<file path="config.mk">
export PLATFORM = sky130hd
export DESIGN_NAME = serial_to_parallel_sync_flat
export DESIGN_NICKNAME = d
export VERILOG_FILES = /design/src/rtl/serial_to_parallel_sync_if.sv /design/src/rtl/serial_to_parallel_sync.sv /design/src/flat_wrapper.sv
export SDC_FILE = /design/constraint.sdc
export NUM_CORES = 1
export LEC_CHECK = 0
export CORE_MARGIN = 1
export CORE_UTILIZATION = 40
export DETAILED_ROUTE_END_ITERATION = 6
export PLACE_DENSITY = 0.66
export SLEW_MARGIN = 25
export SYNTH_ARGS = -nofsm -noshare
export SYNTH_HDL_FRONTEND = slang
export SYNTH_SLANG_ARGS = --single-unit
</file>
<file path="constraint.sdc">
create_clock -name CLK -period 2.8 [get_ports CLK]
set_input_delay 0.7 -clock CLK [delete_from_list [all_inputs] [get_ports CLK]]
set_output_delay 0.7 -clock CLK [all_outputs]
set_load 0.1 [all_outputs]
</file>
<file path="src/rtl/serial_to_parallel_sync_if.sv">
// serial_to_parallel_sync_if: serial input and parallel word/status outputs of the aligner
interface serial_to_parallel_sync_if #(parameter int WIDTH = 8);
    logic             DATA_IN;
    logic [WIDTH-1:0] DATA_OUT;
    logic             VALID;
    logic             COM_DET;
    logic             ACTIVE;
    modport master (output DATA_IN, input DATA_OUT, VALID, COM_DET, ACTIVE);
    modport slave  (input DATA_IN, output DATA_OUT, VALID, COM_DET, ACTIVE);
endinterface

</file>
<file path="src/rtl/serial_to_parallel_sync.sv">
// serial_to_parallel_sync: MSB-first deserialiser that aligns on a comma word and
// delivers non-comma words once LOCK_COUNT aligned commas have been seen.
module serial_to_parallel_sync #(
    parameter int               WIDTH      = 8,
    parameter logic [WIDTH-1:0] COM_SYMBOL = 8'hBC,
    parameter int               LOCK_COUNT = 4,
    parameter int               MAX_GAP    = 16
) (
    input logic CLK,
    input logic RESET,
    serial_to_parallel_sync_if.slave bus
);
    localparam int BW = $clog2(WIDTH);
    localparam int CW = $clog2(LOCK_COUNT + 1);
    localparam int GW = $clog2(MAX_GAP + 1);
    typedef enum logic [1:0] {SEARCH, SYNC, LOCKED} state_t;
    state_t           state_q, state_d;
    logic [WIDTH-1:0] sreg_q, sreg_d, dout_q, dout_d;
    logic [BW-1:0]    bit_q, bit_d;
    logic [CW-1:0]    com_q, com_d;
    logic [GW-1:0]    gap_q, gap_d;
    logic             valid_q, valid_d, comdet_q, comdet_d, active_q;
    logic             is_com, boundary;
    always_comb begin
        sreg_d   = {sreg_q[WIDTH-2:0], bus.DATA_IN};
        is_com   = sreg_d == COM_SYMBOL;
        boundary = bit_q == BW'(WIDTH - 1);
        state_d  = state_q;
        bit_d    = boundary ? '0 : bit_q + BW'(1);
        com_d    = com_q;
        gap_d    = gap_q;
        dout_d   = dout_q;
        valid_d  = 1'b0;
        comdet_d = 1'b0;
        case (state_q)
            SEARCH: begin
                bit_d = '0;
                if (is_com) begin
                    com_d   = CW'(1);
                    gap_d   = '0;
                    state_d = (LOCK_COUNT == 1) ? LOCKED : SYNC;
                end
            end
            SYNC: if (boundary) begin
                if (is_com) begin
                    comdet_d = 1'b1;
                    com_d    = com_q + CW'(1);
                    if (com_q + CW'(1) == CW'(LOCK_COUNT)) begin
                        state_d = LOCKED;
                        gap_d   = '0;
                    end
                end else begin
                    state_d = SEARCH;
                    com_d   = '0;
                end
            end
            LOCKED: if (boundary) begin
                if (is_com) begin
                    comdet_d = 1'b1;
                    gap_d    = '0;
                end else begin
                    dout_d  = sreg_d;
                    valid_d = 1'b1;
                    gap_d   = gap_q + GW'(1);
                    // the word that exhausts the gap budget is still delivered
                    if (gap_q + GW'(1) == GW'(MAX_GAP)) begin
                        state_d = SEARCH;
                        com_d   = '0;
                        gap_d   = '0;
                    end
                end
            end
            default: state_d = SEARCH;
        endcase
    end
    always_ff @(posedge CLK or negedge RESET) begin
        if (!RESET) begin
            state_q  <= SEARCH;
            sreg_q   <= '0;
            bit_q    <= '0;
            com_q    <= '0;
            gap_q    <= '0;
            dout_q   <= '0;
            valid_q  <= 1'b0;
            comdet_q <= 1'b0;
            active_q <= 1'b0;
        end else begin
            state_q  <= state_d;
            sreg_q   <= sreg_d;
            bit_q    <= bit_d;
            com_q    <= com_d;
            gap_q    <= gap_d;
            dout_q   <= dout_d;
            valid_q  <= valid_d;
            comdet_q <= comdet_d;
            active_q <= state_d == LOCKED;
        end
    end
    assign bus.DATA_OUT = dout_q;
    assign bus.VALID    = valid_q;
    assign bus.COM_DET  = comdet_q;
    assign bus.ACTIVE   = active_q;
endmodule

</file>
<file path="src/flat_wrapper.sv">
// flat-port wrapper written by rule: the top's interface ports become plain ports
module serial_to_parallel_sync_flat 
#(
    parameter int               WIDTH      = 8,
    parameter logic [WIDTH-1:0] COM_SYMBOL = 8'hBC,
    parameter int               LOCK_COUNT = 4,
    parameter int               MAX_GAP    = 16
)
  (CLK, RESET, bus_DATA_IN, bus_DATA_OUT, bus_VALID, bus_COM_DET, bus_ACTIVE);
  serial_to_parallel_sync_if #(.WIDTH(WIDTH)) bus_i ();
  input logic CLK;
  input logic RESET;
  input wire logic [$bits(bus_i.DATA_IN)-1:0] bus_DATA_IN;
  output wire logic [$bits(bus_i.DATA_OUT)-1:0] bus_DATA_OUT;
  output wire logic [$bits(bus_i.VALID)-1:0] bus_VALID;
  output wire logic [$bits(bus_i.COM_DET)-1:0] bus_COM_DET;
  output wire logic [$bits(bus_i.ACTIVE)-1:0] bus_ACTIVE;
  assign bus_i.DATA_IN = bus_DATA_IN;
  assign bus_DATA_OUT = bus_i.DATA_OUT;
  assign bus_VALID = bus_i.VALID;
  assign bus_COM_DET = bus_i.COM_DET;
  assign bus_ACTIVE = bus_i.ACTIVE;
  serial_to_parallel_sync #(.WIDTH(WIDTH), .COM_SYMBOL(COM_SYMBOL), .LOCK_COUNT(LOCK_COUNT), .MAX_GAP(MAX_GAP)) u_core (.CLK(CLK), .RESET(RESET), .bus(bus_i));
endmodule
</file>
# Word level (Yosys, flattened, before mapping)
# Cells that the tools add are included.
dict set report word_totals {
  register_bits 31
  out_inout_bits 11
  word_cells 64
}
dict set report op_classes {
  add_sub_neg 3
  n_eq_ne 14
  muxes 31
  bitwise 1
  reduce_logical 6
}
# cell count
set op_table {}
lappend op_table {{$mux 5} 7}
lappend op_table {{$mux 3} 8}
lappend op_table {{$pmux 5 s3} 1}
lappend op_table {{$mux 2} 7}
lappend op_table {{$ne 2x1->1 const B} 6}
lappend op_table {{$reduce_and 6->1} 2}
lappend op_table {{$pmux 3 s3} 1}
lappend op_table {{$eq 8x8->1 const B} 1}
lappend op_table {{$add 3x1->3 const B} 2}
lappend op_table {{$eq 3x3->1 const B} 2}
lappend op_table {{$mux 1} 6}
lappend op_table {{$pmux 2 s3} 1}
lappend op_table {{$add 5x1->5 const B} 1}
lappend op_table {{$eq 5x5->1 const B} 1}
lappend op_table {{$eq 2x2->1 const B} 2}
lappend op_table {{$reduce_and 3->1} 1}
lappend op_table {{$reduce_bool 3->1} 1}
lappend op_table {{$eq 2x1->1 const B} 1}
lappend op_table {{$logic_not 2->1} 1}
lappend op_table {{$ne 2x2->1 const B} 1}
lappend op_table {{$reduce_or 2->1} 1}
lappend op_table {{$not 1->1} 1}

# Depth between registers and ports, before layout
# Gate-level depths: netlist of run 1.
dict set report depth {
  depth_word 7
  mapped_depth 8
}

# Worst setup path before layout of run 1
# Ideal clock, no wire load.
dict set report synth_path {
  kind {input -> register}
  start {in bus_DATA_IN}
  end {reg u_core.com_q[2]}
  setup_time_ns 0.066
  arrival_ns 1.901
  t_required_ns 2.734
  slack_ns 0.834
  path_stages 5
  path_buffers 0
  cell_sequence {and4bb_4 a21oi_1 o32a_4 or4b_1 nand2_1}
}
dict set report synth_between {
  elab_chain_cells 4
  elab_cells_between_ends 7
  cone_classes {3 x eq/ne; 3 x mux; 1 x reduce/logical}
}
# item line_no
set synth_rtl {}
lappend synth_rtl {{start, declared} flat_wrapper.sv:13} ;# input wire logic [$bits(bus_i.DATA_IN)-1:0] bus_DATA_IN;
lappend synth_rtl {{$eq 8x8->1 (*)} serial_to_parallel_sync.sv:26} ;# is_com = sreg_d == COM_SYMBOL;
lappend synth_rtl {{$mux 3} serial_to_parallel_sync.sv:45} ;# if (is_com) begin
lappend synth_rtl {{$mux 3} serial_to_parallel_sync.sv:44} ;# SYNC: if (boundary) begin
lappend synth_rtl {{$pmux 3 s3} serial_to_parallel_sync.sv:35} ;# case (state_q)
lappend synth_rtl {{end signal, assigned} serial_to_parallel_sync.sv:91} ;# com_q <= com_d;
lappend synth_rtl {{end, declared} serial_to_parallel_sync.sv:20} ;# logic [CW-1:0] com_q, com_d;
# Every way passes the cells marked *; elsewhere a longest branch is shown, timed or not. The select of a mux whose other input is x is not followed.
# A chain may end at the register's enable or synchronous reset.

# Worst setup path in the final report of run 1
dict set report layout_path {
  start {in bus_DATA_IN}
  end {reg u_core.gap_q[3]}
}
dict set report layout_between {
  elab_chain_cells 4
  elab_cells_between_ends 7
  cone_classes {3 x eq/ne; 3 x mux; 1 x reduce/logical}
}
# item line_no
set layout_rtl {}
lappend layout_rtl {{$eq 8x8->1 (*)} serial_to_parallel_sync.sv:26}
lappend layout_rtl {{$mux 5} serial_to_parallel_sync.sv:58} ;# if (is_com) begin
lappend layout_rtl {{$mux 5} serial_to_parallel_sync.sv:57} ;# LOCKED: if (boundary) begin
lappend layout_rtl {{$pmux 5 s3} serial_to_parallel_sync.sv:35}
lappend layout_rtl {{end signal, assigned} serial_to_parallel_sync.sv:92} ;# gap_q <= gap_d;
lappend layout_rtl {{end, declared} serial_to_parallel_sync.sv:21} ;# logic [GW-1:0] gap_q, gap_d;
# Marks and branches as above.

==> results.yml, run 1 <==
sta:
  relSlewSlack_pct: 66.05
  min_period_ps: 2285
  timing.final.ws_setup_ps: 515.3
  hold_viol: 0
  fin_skew_ps: 4.572
  post-route-period-util_pct: 81.60
  setup_viol: 0
  maxSlewViolCount: 0
  rsz0062_at_grt: "no"
  fin_tns_setup_ps: 0
  worstMarginPinSlew_ps: 509.3
  max_freq_mhz: 437.7
floorplanning:
  die_area_um2: 3980
  start_util_pct: 43.37
  die_h_um: 63.09
  fp.coreArea_um2: 3442
  num_io_pins: 14
  die_w_um: 63.09
  rows: 21
global_routing:
  grt_usage_pct: 17.06
  grt_overflow_total: 0
  grt_max_degree: 32
  grt_pass1_vias: 1043
  grt_pass1_wl_mm: 5.002
  antenna_found_initial: 0
drt:
  wl_per_cell_um: 14.34
  vias_per_cell: 5.417
  drc: 0
  drt_first_iter_violations: 39
  dr.pass1.iters: 4
  ant_nets: 0
  vias: 1040
  totalWireLength_mm: 2.754
critical_path:
  cp.required_ps: 2970
  arrival_ps: 2450
  cp-end-kind: "flop"
  start_kind: "input pin"
  criticalPathCategory: "in2reg"
  cp_max_fo: 5
power_and_ir_drop:
  p_leak_nw: 0.7969
  p_total_mw: 1.559
  powerDensity_nw_per_um2: 902.8
  vdd_drop_max_uv: 496.6
worst_hold_path:
  hold_class: "reg2reg"
placed_design:
  dp_slack_ps: 213.5
  place_hpwl_mm: 1.986
  portBuffers: 13
  globalplace.congestion: 0.8709
synthesis:
  synth_cell_types: 41
  synth.avg_cell_area_um2: 11.94
  syn_area_um2: 1493
  ys_ff_latch: 31
  yosysWarnings: 0
  synth_fp_nets: 137
  syn_inst: 125
  synth-seq-area-share_pct: 51.97
clock_tree:
  cts_sinks: 31
  cts_root_buf: "clkbuf_8"
  path_clk_slew_ps: 60
  clkLatencyLatePin_ps: 280
  cts_setup_buffers: 0
  clock_path_buffers: 2
  cts_hold_buf: 0
  tritoncts: "built"
  cts-buffers-inserted: 5
  ctsHtreeMaxLevel: 2
  cts_resized: 0
final_layout:
  final_cell_mix: "31 x dfrtp_1, 13 x buf_4, 9 x inv_1, 9 x nor2_1, 9 x ha_1"
  fin_util_pct: 50.16
  num-nets-final: 157
  layout-drive-gt1-share_pct: 26.03
  diodes: 0
  final_common_cell: "dfrtp_1"
  area_growth_pct: 15.68
status:
  status: "complete, no violations"
flow_run:
  max_cap_violations: 0
-- cells in the mapped netlist --
master / number / share of area (%)
o211ai_1: 1 / 0.50
nand3_1: 3 / 1.0
or4b_1: 1 / 0.67
o32a_4: 1 / 1.5
nor3b_1: 1 / 0.50
a31oi_1: 1 / 0.42
inv_1: 9 / 2.3
a21oi_1: 3 / 1.0
dfrtp_1: 31 / 52
nand4b_1: 1 / 0.59
nor2b_1: 4 / 1.7
and3_1: 1 / 0.42
or3_1: 1 / 0.42
o31ai_1: 1 / 0.50
a221o_1: 1 / 0.67
a22o_1: 1 / 0.59
nor3_1: 2 / 0.67
xor2_1: 1 / 0.59
mux2_2: 8 / 6.0
nor2_1: 9 / 2.3
a221o_2: 1 / 0.75
buf_6: 1 / 0.75
o21ai_0: 4 / 1.3
ha_1: 9 / 7.5
a221oi_2: 1 / 1.0
nand4_1: 3 / 1.3
nand4bb_1: 1 / 0.75
nand2_1: 8 / 2.0
and4b_4: 1 / 0.92
o22a_1: 1 / 0.59
nand2_2: 1 / 0.42
a21oi_2: 2 / 1.2
and2b_1: 1 / 0.50
clkbuf_8: 1 / 0.92
mux2i_1: 2 / 1.3
o221ai_1: 2 / 1.2
and3_2: 1 / 0.50
a311oi_1: 1 / 0.59
and4bb_4: 1 / 1.1
and4b_1: 1 / 0.67
nor4_1: 1 / 0.42
-- power breakdown --
| group | switching (mW) | internal, mW | leakage, nW |
|---|---|---|---|
| Combinational | 0.423 | 0.192 | 0.361 |
| Clock | 0.159 | 0.170 | 0.0477 |
| Sequential | 0.0757 | 0.539 | 0.388 |
| Total | 0.658 | 0.901 | 0.797 |
-- final timing paths --
kind	cells past startpoint	from	slack, ps	endpoint
setup / recovery	6	bus_DATA_IN	520	u_core.gap_q[3]
hold / removal	0	u_core.sreg_q[1]	420	u_core.sreg_q[2]
setup reg to reg	7	u_core.state_q[1]	640	u_core.com_q[2]
hold reg to reg	0	u_core.sreg_q[1]	420	u_core.sreg_q[2]
max in group asynchronous	2	RESET	1700	u_core.sreg_q[0]
min in group asynchronous	2	RESET	820	u_core.state_q[1]
-- per-stage QoR --
| stage | instance area (um^2) | hold slack, ps | std cells |
|---|---|---|---|
| floorplan | 1493 | 375.6 | 125 |
| global placement | 1643 | 387.2 | 184 |
| detailed placement | 1643 | 404.9 | 184 |
| CTS | 1727 | 432.3 | 192 |
| global route | 1727 | 464.2 | 192 |
| finish | 1727 | 423.5 | 192 |
-- worst max-delay path, stage by stage --
cell and delay [ps]:
clkdlybuf4s50_1 450, and4bb_4 390, a21oi_1 110, nor2_1 110
o221ai_1 240, a221o_2 460
-- kinds of logic after synthesis --
kind of cell,after synthesis,share of synthesized area [%]
multiplexers,10,7.377
flip-flops,31,51.97
adder cells (fa/ha/maj),9,7.544
AND/OR/NAND/NOR,42,16.77
buffers and inverters,11,3.939
XOR/XNOR,1,0.5869
AO/OA/AOI/OAI,21,11.82
-- sequential cells by signal, indices dropped and copies added (netlist names) --
| signal | flops |
|---|---|
| u_core.bus.DATA_OUT | 8 |
| u_core.bit_q | 3 |
| u_core.state_q | 2 |
| u_core.bus.VALID | 1 |
| u_core.bus.COM_DET | 1 |
| u_core.gap_q | 5 |
| u_core.com_q | 3 |
| u_core.bus.ACTIVE | 1 |
| u_core.sreg_q | 7 |
-- routing by layer --
metal,track usage [%],share of wire [%],vias to the layer above
met5,0,0,-
met4,8.430,2.5,0
met3,5.978,5.6,11
met2,25.67,45,38
met1,21.64,47,499
li1,-,-,492
-- layout make-up --
cell class	instances	area, um^2
repair buffers	15	117.6
clock inverters	3	15.01
well taps	46	57.56
inverters	9	33.78
flip-flops and latches	31	775.7
clock buffers	5	68.82
multi-input cells	83	658.1
fillers	320	1715
(Power assumes the default switching activity.)
==> inputs of run 2 (changes only) <==
--- a/config.mk
+++ b/config.mk
@@ -8,7 +8,7 @@
 export CORE_MARGIN = 1
 export CORE_UTILIZATION = 40
 export DETAILED_ROUTE_END_ITERATION = 6
-export PLACE_DENSITY = 0.66
+export PLACE_DENSITY = 0.68
 export SLEW_MARGIN = 25
 export SYNTH_ARGS = -nofsm -noshare
 export SYNTH_HDL_FRONTEND = slang
==> constraint.sdc (replaced) <==
create_clock -name CLK -period 2 [get_ports CLK]
set_input_delay 0.5 -clock CLK [delete_from_list [all_inputs] [get_ports CLK]]
set_output_delay 0.5 -clock CLK [all_outputs]
set_load 0.1 [all_outputs]
==> run 2 against run 1 <==
  * Worst hold slack worse by 3.8 ps
  * Cell area up 14%
  * Utilization up 7.1 points
  * Setup slack worse by 430 ps
  * Non-clock buffer count up 13
  * Register-to-register slack worse by 560 ps
  * Via count up 6.6%
  * Clock-buffer cell count up 1
  * Cell count up 6.8%
  * Clock skew up 2.1 ps
  * Clock power up 42%
==> results.yml, run 2 (same netlist as run 1, synthesis figures left out) <==
status:
  status: "complete, no violations"
critical_path:
  start_kind: "flop"
  cp_max_fo: 4
  ff2ff_path_depth: 7
  slowest_delay_ps: 500
  cp-end-kind: "flop"
  path_buf_inv: 1
  cp_top_family: "simple AND/OR/NAND/NOR gates"
  r2r-start: "u_core.state_q[0]"
  arrival_ps: 2130
  criticalPathCategory: "reg2reg"
  cp_cell_sequence: "inv_1 -> ha_2 -> nor2_4 -> o221ai_2 -> o32a_4 -> or4b_1 -> nand2_1"
  reg2reg_slack_ps: 80
  cp.required_ps: 2220
  reg2reg_to: "u_core.com_q[2]"
  crit_slowest_cell: "or4b_1"
final_layout:
  regArea_um2: 775.7
  stdcell_count: 205
  diodes: 0
  area_growth_pct: 32.10
  largest_reg_flops: 8
  final_cell_mix: "31 x dfrtp_1, 19 x buf_4, 8 x nand2_1, 8 x mux2_2"
  layout-drive-gt1-share_pct: 39.62
  final_common_cell: "dfrtp_1"
  multiInputGateArea_um2: 718.2
  num-nets-final: 170
  fillers: 304
placed_design:
  portBuffers: 13
  globalplace.congestion: 0.8431
  dpl.cell_count: 197
  place_hpwl_mm: 2.364
sta:
  relSlewSlack_pct: 73.51
  hold_viol: 0
  min_period_ps: 1916
  worstMarginPinSlew_ps: 394.6
  maxSlewViolCount: 0
  fin_tns_setup_ps: 0
  setup_viol: 0
  max_freq_mhz: 521.9
  post-route-period-util_pct: 95.80
  fin_skew_ps: 6.717
clock_tree:
  ctsHtreeMaxLevel: 2
  cts_root_buf: "clkbuf_8"
  clock_path_buffers: 2
  cts_sinks: 31
  cts-buffers-inserted: 5
  tritoncts: "built"
  clkLatencyLatePin_ps: 280
  cts_setup_buffers: 0
  path_clk_slew_ps: 70
drt:
  drt_first_iter_violations: 31
  wl_per_cell_um: 15.30
  dr.pass1.iters: 5
  vias_per_cell: 5.410
  ant_nets: 0
  drc: 0
  vias: 1109
  totalWireLength_mm: 3.136
worst_hold_path:
  hold_class: "reg2reg"
  min_to: "u_core.sreg_q[6]"
  holdPathStages: 0
  hold_start: "u_core.sreg_q[5]"
power_and_ir_drop:
  powerDensity_nw_per_um2: 1232
  p_leak_nw: 0.8912
  vdd_drop_max_uv: 843.7
floorplanning:
  die_h_um: 63.09
  die_w_um: 63.09
  num_io_pins: 14
  rows: 21
  start_util_pct: 43.37
  die_area_um2: 3980
  fp.coreArea_um2: 3442
global_routing:
  antenna_found_initial: 0
  grt_overflow_total: 0
  grt_max_degree: 32
  grt_usage_pct: 18.93
  grt_pass1_wl_mm: 5.630
  grt_pass1_vias: 1179
flow_run:
  max_cap_violations: 0
==> run 2: timing repair <==
action                                  4_1_cts  5_1_grt
gates resized for setup                       8        8
endpoints found under the hold margin         0        0
pin swaps                                     4        0
endpoints found under the setup margin        6        3
hold buffers                                  0        0
==> run 2: worst max path at each step <==
stage | from | slack (ps) | cells after the start | endpoint
CTS | u_core.state_q[0] | 30 | 7 | u_core.com_q[2]
detailed placement | bus_DATA_IN | -390 | 6 | u_core.com_q[2]
global route | u_core.com_q[0] | -7 | 6 | u_core.bus.ACTIVE
finish | u_core.state_q[0] | 80 | 7 | u_core.com_q[2]
floorplan | u_core.state_q[1] | 70 | 8 | u_core.com_q[2]
global placement | bus_DATA_IN | -320 | 6 | u_core.com_q[2]
==> run 2: per-stage QoR <==
stage | instance area [um^2] | util, % | worst slack (ps) | hold slack, ps | power [mW]
2_1_floorplan | 1493 | - | 68.04 | 204.4 | 1.537
3_3_place_gp | 1828 | 53.11 | -322.0 | 383.6 | 1.880
3_5_place_dp | 1828 | 53.11 | -389.2 | 411.1 | 1.924
4_1_cts | 1951 | 56.67 | 29.73 | 427.0 | 2.431
5_1_grt | 1972 | 57.29 | -7.482 | 446.7 | 2.576
6_report | 1972 | 57.29 | 83.95 | 419.7 | 2.430
==> run 2: where the power goes <==
group	switching (mW)	total [mW]	internal (mW)
Combinational	0.646	1.08	0.432
Sequential	0.132	0.886	0.755
Clock	0.223	0.466	0.242
==> run 2: cell type report <==
type,instances,area share [%]
multi-input cells,83,36.42
clock buffers,6,3.680
flip-flops and latches,31,39.34
clock inverters,2,0.6345
inverters,9,1.713
well taps,46,2.919
repair buffers,28,15.29
==> run 2: routing by layer <==
layer / track usage, % / part of all wire, %
met1: 21.73 / 41
met2: 32.39 / 52
met3: 5.616 / 4.0
met4: 8.140 / 2.4
met5: 0 / 0
==> inputs of run 3 (changes only) <==
--- a/config.mk
+++ b/config.mk
@@ -8,7 +8,7 @@
 export CORE_MARGIN = 1
 export CORE_UTILIZATION = 40
 export DETAILED_ROUTE_END_ITERATION = 6
-export PLACE_DENSITY = 0.68
+export PLACE_DENSITY = 0.66
 export SLEW_MARGIN = 25
 export SYNTH_ARGS = -nofsm -noshare
 export SYNTH_HDL_FRONTEND = slang
==> constraint.sdc (replaced) <==
create_clock -name CLK -period 2.29 [get_ports CLK]
set_input_delay 0.5725 -clock CLK [delete_from_list [all_inputs] [get_ports CLK]]
set_output_delay 0.5725 -clock CLK [all_outputs]
set_load 0.1 [all_outputs]
==> run 3 against run 2 <==
  * Cell area decreased by 9.8%
  * Critical endpoint is now u_core.gap_q[3]
  * Register-to-register slack improved by 130 ps
  * Flip-flop and latch count unchanged
  * Total power decreased by 19%
  * Setup slack improved by 48 ps
  * Critical path depth decreased by 1
  * Die area unchanged
  * Combinational power decreased by 28%
  * Clock power decreased by 6.9%
  * Sequential share of layout area increased by 4.3 points
==> results.yml, run 3 (same netlist as run 1, synthesis figures left out) <==
sta:
  timing.hold.ws_ps: 423.1
  hold_viol: 0
  post-route-period-util_pct: 94.25
  worstMarginPinSlew_ps: 481.5
  relSlewSlack_pct: 67.90
  rsz0062_at_grt: "no"
  maxSlewViolCount: 0
  max_freq_mhz: 463.3
  fin_skew_ps: 6.824
  timing.final.ws_setup_ps: 131.8
  setup_viol: 0
  min_period_ps: 2158
clock_tree:
  ctsHtreeMaxLevel: 2
  cts_sinks: 31
  cts_resized: 0
  cts_hold_buf: 0
  clkLatencyLatePin_ps: 280
  path_clk_slew_ps: 70
  cts_root_buf: "clkbuf_8"
  cts_setup_buffers: 0
  cts-buffers-inserted: 5
  clock_path_buffers: 2
  tritoncts: "built"
drt:
  totalWireLength_mm: 2.761
  drt_first_iter_violations: 39
  dr.pass1.iters: 4
  wl_met3_um: 149
  vias: 1053
  drc: 0
  wl_met2_mm: 1.331
  topRoutingLayerUsed: "met4"
  wl_met1_mm: 1.198
  ant_nets: 0
  vias_per_cell: 5.372
  wl_per_cell_um: 14.09
global_routing:
  grt_overflow_total: 0
  grt_usage_pct: 16.21
  grt_pass1_vias: 1062
  grt_max_degree: 32
  grt_pass1_wl_mm: 4.754
  antenna_found_initial: 0
critical_path:
  criticalPathCategory: "in2reg"
  cp.required_ps: 2460
  cp_max_fo: 5
  cp-end-kind: "flop"
  arrival_ps: 2330
  start_kind: "input pin"
floorplanning:
  die_h_um: 63.09
  die_area_um2: 3980
  die_w_um: 63.09
  fp.coreArea_um2: 3442
  rows: 21
  start_util_pct: 43.37
  num_io_pins: 14
final_layout:
  fin_util_pct: 51.69
  layout-drive-gt1-share_pct: 28.00
  final_common_cell: "dfrtp_1"
  diodes: 0
  largest_reg_flops: 8
  area_growth_pct: 19.20
  final_cell_mix: "31 x dfrtp_1, 16 x buf_4, 9 x inv_1, 9 x nor2_1, 9 x ha_1"
  num-nets-final: 161
  stdcell_count: 196
power_and_ir_drop:
  p_total_mw: 1.964
  powerDensity_nw_per_um2: 1104
  p_leak_nw: 0.8205
  vdd_drop_max_uv: 836.6
flow_run:
  max_cap_violations: 0
placed_design:
  dpl.cell_count: 188
  portBuffers: 13
  place_hpwl_mm: 1.969
  dp_slack_ps: -166.8
  globalplace.congestion: 0.9309
status:
  status: "complete, no violations"
worst_hold_path:
  hold_class: "reg2reg"
[run 3: cell count changes in the layout (fill, tap and decap cells not counted), moves of 3 or more]
cell | previous run | this run
buf_12 | 7 | 1
buf_4 | 19 | 16
ha_2 | 4 | 0
ha_1 | 5 | 9
[run 3: path summary, 6_finish.rpt]
| check | startpoint | endpoint | slack (ps) | depth (start not counted) |
|---|---|---|---|---|
| hold / removal | u_core.sreg_q[5] | u_core.sreg_q[6] | 420 | 0 |
| hold reg to reg | u_core.sreg_q[5] | u_core.sreg_q[6] | 420 | 0 |
| min in group asynchronous | RESET | u_core.bit_q[2] | 670 | 2 |
| max in group asynchronous | RESET | u_core.gap_q[1] | 1340 | 2 |
| setup reg to reg | u_core.state_q[0] | u_core.com_q[2] | 210 | 7 |
| setup / recovery | bus_DATA_IN | u_core.gap_q[3] | 130 | 6 |
[run 3: area by class of cell]
class / count / area [um^2]
fill: 293 / 1663
timing repair buffer: 19 / 160.2
clock inverter: 3 / 25.02
multi-input combinational: 83 / 658.1
clock buffer: 5 / 68.82
sequential: 31 / 775.7
tap: 46 / 57.56
inverter: 9 / 33.78
[run 3: worst max-delay path, stage by stage]
cell and delay [ps]:
clkdlybuf4s50_1 450, and4bb_4 390, nand2_1 80, nor2_1 130, o221ai_1 260, a221o_2 450
[run 3: metrics by stage]
| stage | instance area, um^2 | setup TNS [ps] |
|---|---|---|
| 4_1_cts | 1779 | 0 |
| 2_1_floorplan | 1493 | 0 |
| 3_3_place_gp | 1685 | -365.8 |
| 6_report | 1779 | 0 |
| 3_5_place_dp | 1685 | -781.3 |
| 5_1_grt | 1779 | 0 |
[run 3: metal layers]
| layer | global-route usage, % | up-vias |
|---|---|---|
| met4 | 9.884 | 0 |
| li1 | - | 503 |
| met2 | 25.13 | 25 |
| met1 | 19.18 | 518 |
| met3 | 5.616 | 7 |
| met5 | 0 | - |
[run 3: where the power goes]
| group | switching [mW] | internal, mW | leakage (nW) |
|---|---|---|---|
| Clock | 0.218 | 0.217 | 0.0443 |
| Sequential | 0.0919 | 0.658 | 0.388 |
| Combinational | 0.526 | 0.254 | 0.388 |
